<file path="src/rtl/rt_stream_pkg.sv">
// Shared types for the pixel-stream sink: FSM states, FIFO entry layout, count width.
// Latency: n/a (declarations only).
// Backpressure: n/a.
package rt_stream_pkg;

  // Default pixel word width and image coordinate width used by the ray-tracer core.
  localparam int FP_WL           = 32;
  localparam int COORDINATE_BITS = 12;

  // width*height never exceeds twice the coordinate width.
  localparam int CNT_W = 2 * COORDINATE_BITS;

  typedef enum logic [1:0] {
    ST_IDLE  = 2'd0,
    ST_RUN   = 2'd1,
    ST_DRAIN = 2'd2
  } state_t;

  // One buffered beat: sideband bits ride alongside the pixel through the FIFO.
  typedef struct packed {
    logic             last;
    logic             sof;
    logic [FP_WL-1:0] data;
  } fifo_entry_t;

endpackage

</file>
<file path="src/rtl/rt_sync_fifo.sv">
// Synchronous FIFO with a registered first-word-fall-through output stage.
// Latency: a word pushed at edge N is presented on o_dat/o_vld after edge N+1.
// Backpressure: pushes while full are discarded; o_dat holds until i_pop with o_vld.
// Ports: clk/reset (async, active-high); i_push/i_push_dat write side;
//        i_pop read acknowledge; o_vld/o_dat head word; o_full/o_empty/o_level
//        count the storage array plus the output register.
module rt_sync_fifo #(
  parameter int WIDTH = 8,
  parameter int DEPTH = 16
) (
  input  logic                     clk,
  input  logic                     reset,
  input  logic                     i_push,
  input  logic [WIDTH-1:0]         i_push_dat,
  input  logic                     i_pop,
  output logic                     o_vld,
  output logic [WIDTH-1:0]         o_dat,
  output logic                     o_full,
  output logic                     o_empty,
  output logic [$clog2(DEPTH):0]   o_level
);

  localparam int AW = $clog2(DEPTH);
  localparam logic [AW:0] LVL_FULL = (AW+1)'(DEPTH);

  logic [WIDTH-1:0] r_mem [DEPTH];
  logic [AW-1:0]    r_wr_ptr;
  logic [AW-1:0]    r_rd_ptr;
  logic [AW:0]      r_mem_cnt;
  logic             r_out_vld;
  logic [WIDTH-1:0] r_out_dat;

  logic w_push;
  logic w_pop;
  logic w_load;

  assign o_level = r_mem_cnt + (AW+1)'(r_out_vld);
  assign o_full  = (o_level == LVL_FULL);
  assign o_empty = (o_level == '0);

  assign w_push = i_push && !o_full;
  assign w_pop  = i_pop && r_out_vld;
  // Refill the output register from the array whenever it is empty or being consumed.
  // Only words already in the array before the edge qualify, which gives the
  // one-cycle registered latency.
  assign w_load = (r_mem_cnt != '0) && (!r_out_vld || w_pop);

  // Storage array carries no reset; pointers and counts define its contents.
  always_ff @(posedge clk) begin
    if (w_push) begin
      r_mem[r_wr_ptr] <= i_push_dat;
    end
  end

  always_ff @(posedge clk or posedge reset) begin
    if (reset) begin
      r_wr_ptr  <= '0;
      r_rd_ptr  <= '0;
      r_mem_cnt <= '0;
      r_out_vld <= 1'b0;
      r_out_dat <= '0;
    end else begin
      if (w_push) begin
        r_wr_ptr <= r_wr_ptr + AW'(1);
      end
      if (w_load) begin
        r_rd_ptr  <= r_rd_ptr + AW'(1);
        r_out_dat <= r_mem[r_rd_ptr];
        r_out_vld <= 1'b1;
      end else if (w_pop) begin
        r_out_vld <= 1'b0;
      end
      r_mem_cnt <= r_mem_cnt + (AW+1)'(w_push) - (AW+1)'(w_load);
    end
  end

  assign o_vld = r_out_vld;
  assign o_dat = r_out_dat;

endmodule

</file>
<file path="src/rtl/rt_pixel_stream_sink.sv">
// Consumer of the ray-tracer pixel stream: starts the core, buffers pixels, re-emits
// them as one AXI4-Stream frame (tuser = start of frame) and checks frame length.
// Latency: pixel accepted at edge N appears on m_axis after edge N+1 at the earliest.
// Backpressure: registered core_stall rises once occupancy reaches DEPTH-STALL_MARGIN.
// Ports: clk, reset (async active-high); go/image_width/image_height frame request;
//        core_start/core_stall/core_valid/core_last/core_pixel core side;
//        m_axis_* AXI4-Stream master; busy/done/len_err/ovf_err status.
module rt_pixel_stream_sink
  import rt_stream_pkg::*;
#(
  // The FIFO entry layout comes from rt_stream_pkg, so DATA_W tracks FP_WL.
  parameter int DATA_W       = FP_WL,
  parameter int COORD_W      = COORDINATE_BITS,
  parameter int DEPTH        = 16,
  parameter int STALL_MARGIN = 4
) (
  input  logic               clk,
  input  logic               reset,
  input  logic               go,
  input  logic [COORD_W-1:0] image_width,
  input  logic [COORD_W-1:0] image_height,
  output logic               core_start,
  output logic               core_stall,
  input  logic               core_valid,
  input  logic               core_last,
  input  logic [DATA_W-1:0]  core_pixel,
  output logic [DATA_W-1:0]  m_axis_tdata,
  output logic               m_axis_tvalid,
  input  logic               m_axis_tready,
  output logic               m_axis_tlast,
  output logic               m_axis_tuser,
  output logic               busy,
  output logic               done,
  output logic               len_err,
  output logic               ovf_err
);

  localparam int CW = 2 * COORD_W;
  localparam int LW = $clog2(DEPTH) + 1;
  localparam logic [LW-1:0] STALL_LVL = LW'(DEPTH - STALL_MARGIN);

  state_t        r_state;
  state_t        w_state_nxt;
  logic [CW-1:0] r_expected;
  logic [CW-1:0] r_pix_cnt;
  logic [CW-1:0] w_cnt_inc;
  logic          r_sof_pend;
  logic          r_start;
  logic          r_stall;
  logic          r_done;
  logic          r_len_err;
  logic          r_ovf_err;

  fifo_entry_t   w_wr_entry;
  fifo_entry_t   w_rd_entry;
  logic          w_full;
  logic          w_empty;
  logic          w_fifo_vld;
  logic [LW-1:0] w_level;
  logic [LW-1:0] w_level_nxt;
  logic          w_go;
  logic          w_accept;
  logic          w_drop;
  logic          w_pop;

  assign w_go     = (r_state == ST_IDLE) && go;
  // Full is the pre-edge occupancy; a same-cycle pop never admits the push.
  assign w_accept = (r_state == ST_RUN) && core_valid && !w_full;
  assign w_drop   = (r_state == ST_RUN) && core_valid && w_full;
  assign w_pop    = w_fifo_vld && m_axis_tready;

  assign w_level_nxt = w_level + LW'(w_accept) - LW'(w_pop);
  assign w_cnt_inc   = r_pix_cnt + CW'(1);
  assign w_wr_entry  = {core_last, r_sof_pend, core_pixel};

  rt_sync_fifo #(
    .WIDTH ($bits(fifo_entry_t)),
    .DEPTH (DEPTH)
  ) u_fifo (
    .clk        (clk),
    .reset      (reset),
    .i_push     (w_accept),
    .i_push_dat (w_wr_entry),
    .i_pop      (m_axis_tready),
    .o_vld      (w_fifo_vld),
    .o_dat      (w_rd_entry),
    .o_full     (w_full),
    .o_empty    (w_empty),
    .o_level    (w_level)
  );

  always_comb begin
    w_state_nxt = r_state;
    case (r_state)
      ST_IDLE:  if (go)                     w_state_nxt = ST_RUN;
      ST_RUN:   if (w_accept && core_last)  w_state_nxt = ST_DRAIN;
      // Empty covers both the array and the output register, so no beat is pending.
      ST_DRAIN: if (w_empty)                w_state_nxt = ST_IDLE;
      default:                              w_state_nxt = ST_IDLE;
    endcase
  end

  always_ff @(posedge clk or posedge reset) begin
    if (reset) begin
      r_state    <= ST_IDLE;
      r_expected <= '0;
      r_pix_cnt  <= '0;
      r_sof_pend <= 1'b0;
      r_start    <= 1'b0;
      r_stall    <= 1'b1;
      r_done     <= 1'b0;
      r_len_err  <= 1'b0;
      r_ovf_err  <= 1'b0;
    end else begin
      r_state <= w_state_nxt;
      r_start <= w_go;
      r_done  <= (r_state == ST_DRAIN) && w_empty;
      // Stall is judged on where the FIFO will be after this edge, leaving
      // STALL_MARGIN slots for pixels the core already has in flight.
      r_stall <= (w_state_nxt != ST_RUN) || (w_level_nxt >= STALL_LVL);
      if (w_go) begin
        r_expected <= CW'(image_width) * CW'(image_height);
        r_pix_cnt  <= '0;
        r_sof_pend <= 1'b1;
        r_len_err  <= 1'b0;
        r_ovf_err  <= 1'b0;
      end else begin
        if (w_accept) begin
          r_pix_cnt  <= w_cnt_inc;
          r_sof_pend <= 1'b0;
          // Early last, or reaching the expected count (incl. zero) without last.
          if (core_last ? (w_cnt_inc != r_expected)
                        : ((w_cnt_inc == r_expected) || (r_expected == '0))) begin
            r_len_err <= 1'b1;
          end
        end
        if (w_drop) begin
          r_ovf_err <= 1'b1;
        end
      end
    end
  end

  assign core_start    = r_start;
  assign core_stall    = r_stall;
  assign busy          = (r_state != ST_IDLE);
  assign done          = r_done;
  assign len_err       = r_len_err;
  assign ovf_err       = r_ovf_err;
  assign m_axis_tvalid = w_fifo_vld;
  assign m_axis_tdata  = w_rd_entry.data;
  assign m_axis_tlast  = w_rd_entry.last;
  assign m_axis_tuser  = w_rd_entry.sof;

endmodule

</file>
<file path="config.mk">
export PLATFORM = sky130hd
export DESIGN_NAME = rt_pixel_stream_sink
export DESIGN_NICKNAME = d
export VERILOG_FILES = /design/src/rtl/rt_stream_pkg.sv /design/src/rtl/rt_sync_fifo.sv /design/src/rtl/rt_pixel_stream_sink.sv
export SDC_FILE = /design/constraint.sdc
export NUM_CORES = 1
export LEC_CHECK = 0
export ABC_AREA = 0
export CAP_MARGIN = 40
export CORE_MARGIN = 3
export CORE_UTILIZATION = 35
export DETAILED_ROUTE_END_ITERATION = 16
export GPL_ROUTABILITY_DRIVEN = 0
export PLACE_DENSITY = 0.61
export SLEW_MARGIN = 25
export SYNTH_ARGS = -nofsm -noshare
export SYNTH_HDL_FRONTEND = slang
export SYNTH_SLANG_ARGS = --single-unit
export TNS_END_PERCENT = 1
</file>
<file path="constraint.sdc">
create_clock -name clk -period 4.55 [get_ports clk]
set_input_delay 0.6825 -clock clk [delete_from_list [all_inputs] [get_ports clk]]
set_output_delay 0.6825 -clock clk [all_outputs]
set_load 0.02 [all_outputs]
</file>
[Yosys cells after proc, flatten, opt, wreduce, memory -nomap -nowiden]
Memory sizes are Yosys's and may differ from the RTL's. A register that Yosys moved wholly into a read port is not among the register bits.
Cells that the tools add are included.
Storage, ports and cells
  bits in registers: 70
  latch bits: 0
  bits in writable memories: 544
  bits in read-only memories: 0
  bits of input ports: 62
  output and inout bits: 41
  logic and storage cells: 72
  memories: 1
Memories
  u_fifo.r_mem: depth 16, bits a word 34, read ports 1, clocked after Yosys merged registers in 1, write ports 1, RTL line rt_sync_fifo.sv:26  | logic [WIDTH-1:0] r_mem [DEPTH];
Operators by class
  add/subtract/negate cells: 8
  $mul: 1
  divide/modulo/power cells: 0
  order comparisons: 1
  equality and inequality tests: 6
  shift operators: 0
  multiplexer cells: 18
  bitwise operators: 0
  reduce and logical (&&, ||, !) cells: 24
Operators with widths (number)
  24-bit 2-to-1 mux: 2
  24-bit by 1-bit adder with 24-bit output (second input constant): 1
  24-bit == test: 1
  24-bit logical NOT: 1
  12-bit by 12-bit multiplier with 24-bit output: 1
  24-bit != test: 1
  5-bit by 1-bit adder with 5-bit output: 3
  1-bit 2-to-1 mux: 12
  2-bit nonzero test: 5
  5-bit by 1-bit subtractor with 5-bit output: 2
  1-bit logical AND: 9
  4-bit by 1-bit adder with 4-bit output (second input constant): 2
  2-bit 2-to-1 mux: 3
  2-bit one-hot mux with 3 select lines: 1
  5-bit == test (second input constant): 1
  5-bit by 4-bit >= comparator with 1-bit output (second input constant): 1
  5-bit logical NOT: 1
  5-bit nonzero test: 1
  1-bit logical OR: 3
  2-bit by 1-bit == test with 1-bit output (second input constant): 1
  2-bit == test (second input constant): 1
  1-bit logical NOT: 2
  2-bit logical NOT: 1
  2-bit by 1-bit != test with 1-bit output (second input constant): 1
  2-bit AND reduction: 1

[Longest topological paths before layout]
  depth in word-level cells: 9
  depth in mapped cells: 21
  mapped depth without buffers: 20

[By module]
Synthesis repeated with hierarchy kept, for this count alone.
Second synthesis, totals
  cell total of the unflattened synthesis: 1953
  area total of the unflattened synthesis: 30581.8 µm²
By module, submodules not included
  rt_sync_fifo: instances 1, cells each 1020, area an instance 22604.2 µm², seq. area each 17536.8 µm²
  rt_pixel_stream_sink: instances 1, cells each 933, area an instance 7977.7 µm², seq. area each 1402.6 µm²

[Worst setup path before layout]
Ideal clock, no wire load.
  kind: input to register
  start: input port image_width[8]
  end: register r_expected[22]
  library setup time: 0.146 ns
  arrival time: 5.300 ns
  data required time: 4.404 ns
  slack: -0.895 ns
  stages: 19
  buffers on the path: 1
  path through: clkbuf_1 nand2_1 fa_1 inv_1 fa_1 inv_1 fa_1 fa_1 fa_1 inv_1 ha_1 a21o_1 a21oi_1 nor2_1 a31oi_1 a31oi_1 o41ai_1 mux2i_1 o311ai_0
On the way
  longest elaborated chain between the ends: 1
Ends and longest elaborated chain
  from (decl): RTL line rt_pixel_stream_sink.sv:20  | input logic [COORD_W-1:0] image_width,
  12-bit by 12-bit multiplier with 24-bit output: RTL line rt_pixel_stream_sink.sv:122  | r_expected <= CW'(image_width) * CW'(image_height);
  to (signal assigned): RTL line rt_pixel_stream_sink.sv:122
  to (decl): RTL line rt_pixel_stream_sink.sv:44  | logic [CW-1:0] r_expected;
No other way between the ends.
A chain may end at the register's enable or synchronous reset.

[Worst setup path after layout]
  start: input port image_height[7]
  end: register r_expected[20]
On the way
  longest elaborated chain between the ends: 1
Ends and longest elaborated chain
  from (decl): RTL line rt_pixel_stream_sink.sv:21  | input logic [COORD_W-1:0] image_height,
  12-bit by 12-bit multiplier with 24-bit output: RTL line rt_pixel_stream_sink.sv:122
No other way between the ends.

==> flow_summary_export.csv <==
group,metric,value,unit
outcome,status,"finished, violations left",
outcome,violations,"setup timing",
grt,grt_remaining_overflow,0,
run,maxCapViolCount,0,
routing,ant_nets,0,
die,num_rows,108,
sta,rsz0062_at_grt,"yes",
routing,totalWireLength,67900,µm
worst_setup_path,cp-start-kind,"input pin",
die,start_util,35.4,%
clock_tree,cts_tree,"done",
power,comb_power_share,42.1,%
sta,setup_ws,-273,ps
power,ir_worst_vdd,0.361,mV
routing,drt-vias-per-instance,5.01,
synth,synth_sequential_area_ratio,61.6,%
grt,grt_pass1_wl,106000,µm
routing,wl_per_cell,19.6,µm
min_path,hold_class,"flip-flop to flip-flop",
die,die_y,302,µm
grt,grt-busiest-layer,"met2",
worst_setup_path,crit_path_start,"image_height[7]",
grt,antenna_found_initial,2,
worst_setup_path,worstPathArrival,5340,ps
worst_setup_path,crit_type,"input pin to flip-flop",
synth,synth_nets,2297,
power,p_int,15.0,mW
power,finalPower,22.5,mW
routing,drt_iter0_drc,950,
finish,mostFrequentLayoutCells,"edfxtp_1, nand2_1, inv_1, buf_4, mux4_2",
synth,avgSynthCellArea,15.0,µm²
placement,detailed_place_hpwl,42000,µm
power,p_sw,7.52,mW
clock_tree,clk_latency,620,ps
sta,finClkSkew,16.0,ps
sta,clock.fmax,207,MHz
synth,yosysWarnings,0,
synth,synth.cell_area,0.0307,mm²
min_path,min_from,"u_fifo.o_dat[28]$_DFFE_PP0P_",
sta,final.setup.tns,-805,ps
routing,drc_errors,0,
finish,final_common_cell,"edfxtp_1",
grt,grt_usage,15.0,%
power,swShare,33.4,%
power,clock_power_share,23.7,%
finish,nets,2495,
sta,setup_viol,7,
synth,synth_edf_count,544,
die,die_w,302,µm
die,io-pin-count,103,
clock_tree,clk_path_buf_depth,3,
power,power_density,618,mW/mm²
sta,tightest_slew,810,ps
synth,synthDistinctLibCells,54,
sta,fin_crit_sh,106,%
worst_setup_path,cp_max_fo,4,
worst_setup_path,worstPathRequired,5070,ps
synth,synth_cells,2049,
grt,grtUsageMet1,20.0,%
clock_tree,cts_buffers,61,
grt,use_met3,2.17,%
die,die_area,0.0914,mm²
clock_tree,cts_root_buffer,"clkbuf_16",
routing,dr.pass1.iters,5,
sta,slew_violations,0,
finish,areaGrowthSynthToFinish,18.2,%
clock_tree,clkSinkCount,648,
routing,dr_total_vias,17300,
clock_tree,htree_levels,2,
synth,synth_seq_cells,648,
placement,numPortBuffers,102,
power,p_leak,13.5,nW
grt,grt_use_met2,25.9,%
grt,grt_max_degree,96,
worst_setup_path,end_kind,"flip-flop",
synth,async_flop_share,16.0,%
worst_setup_path,r2r-start,"u_fifo.o_vld$_DFFE_PP0P_",
die,core,0.0869,mm²
sta,hold_viol,0,
sta,slew_headroom,46.0,%
power,p_seq_share,34.2,%
clock_tree,clk_pin_slew,60,ps
sta,min_period,4820,ps
synth,synthFlopType,"edfxtp_1",
grt,grt_pass1_vias,18400,
clock_tree,cts_hold_buf,0,
finish,layout-drive-gt1-share,20.1,%
[per-stage QoR]
stage	worst slack, ps	instance area [µm²]	cells	utilization, %	hold WS, ps
global placement	-1350	34000	3328	39.2	467
detailed placement	-1450	34000	3329	39.2	471
CTS	-267	36300	3455	41.8	485
finish	-273	36400	3457	41.8	481
floorplan	-538	31000	2049	-	455
global route	-440	36400	3457	41.8	507
[state kept, by name, summed over array words and instances, names as in the netlist, 2 cells and up]
| signal | cells |
|---|---|
| u_fifo.r_mem | 544 |
| u_fifo.o_dat | 34 |
| r_expected | 24 |
| r_pix_cnt | 24 |
| u_fifo.r_mem_cnt | 5 |
| u_fifo.r_rd_ptr | 4 |
| u_fifo.r_wr_ptr | 4 |
| r_state | 2 |
[per-layer routing]
layer | wire, µm | share of wire, %
met5 | 0 | 0
met4 | 1450 | 2.1
met3 | 3070 | 4.5
met2 | 34000 | 50
met1 | 29300 | 43
[synthesized netlist by cell type, drive strengths merged (16+ instances only)]
master	instances	area, µm²
nor2	66	248
o221ai	36	315
buf	27	105
o21ai	88	440
xor2	18	158
fa	102	2040
nand2	219	822
inv	161	604
a21oi	19	95.1
dfrtp	103	2580
mux4	116	2610
nand3	27	140
xnor2	47	412
mux2	16	180
clkbuf	72	270
ha	84	1050
edfxtp	544	16300
mux2i	73	731
and2	82	513
[final cells by class]
class / instances / area (µm²)
tap: 1155 / 1450
antenna: 2 / 5.00
fill: 7827 / 50500
sequential: 648 / 19000
clock buffer: 79 / 1640
multi-input combinational: 1141 / 11100
inverter: 161 / 609
timing repair buffer: 234 / 2150
clock inverter: 37 / 472
[worst max-delay path, stage by stage]
cell and delay (ps):
buf_6 90, buf_6 120, and2_4 130, fa_1 530
fa_1 440, fa_1 470, fa_1 520, inv_1 60
fa_1 540, inv_2 50, ha_4 280, and2_4 150
nand3_2 50, a211o_1 250, a21o_1 210, a31oi_4 240
buf_6 130, o21a_1 130, nor3_1 50, o31ai_1 210
[cell families after synthesis]
group	Yosys count	share of synthesized area [%]
xor+xnor	65	1.85
flops	648	61.6
simple gates	482	7.50
mux	205	11.5
compound gates	203	4.33
fa+ha+maj	186	10.1
buf+inv	260	3.19
[timing repair]
action / CTS / global route
hold endpoints to repair: 0 / 0
setup endpoints to repair: 15 / 14
setup buffers: 9 / 0
gates cloned: 1 / 0
pin swaps: 38 / 14
gates resized for setup: 139 / 13
[final timing paths]
kind	endpoint	slack, ps	cells after the start
max	r_expected[20]$_DFFE_PP0P_	-270	20
min	u_fifo.o_dat[28]$_DFFE_PP0P_	480	2
max reg2reg	core_stall$_DFF_PP1_	720	17
min reg2reg	u_fifo.o_dat[28]$_DFFE_PP0P_	480	2
max in group asynchronous	u_fifo.o_dat[23]$_DFFE_PP0P_	2980	3
min in group asynchronous	r_expected[9]$_DFFE_PP0P_	650	2
[power groups by stage]
stage / clock (mW) / combinational (mW) / sequential, mW
floorplan: 0 / 6.09 / 7.70
global placement: 0 / 8.95 / 7.79
detailed placement: 0 / 9.12 / 7.82
CTS: 5.46 / 9.48 / 7.70
global route: 5.69 / 10.5 / 7.78
finish: 5.32 / 9.45 / 7.69
Power figures use the tool's default switching activity.
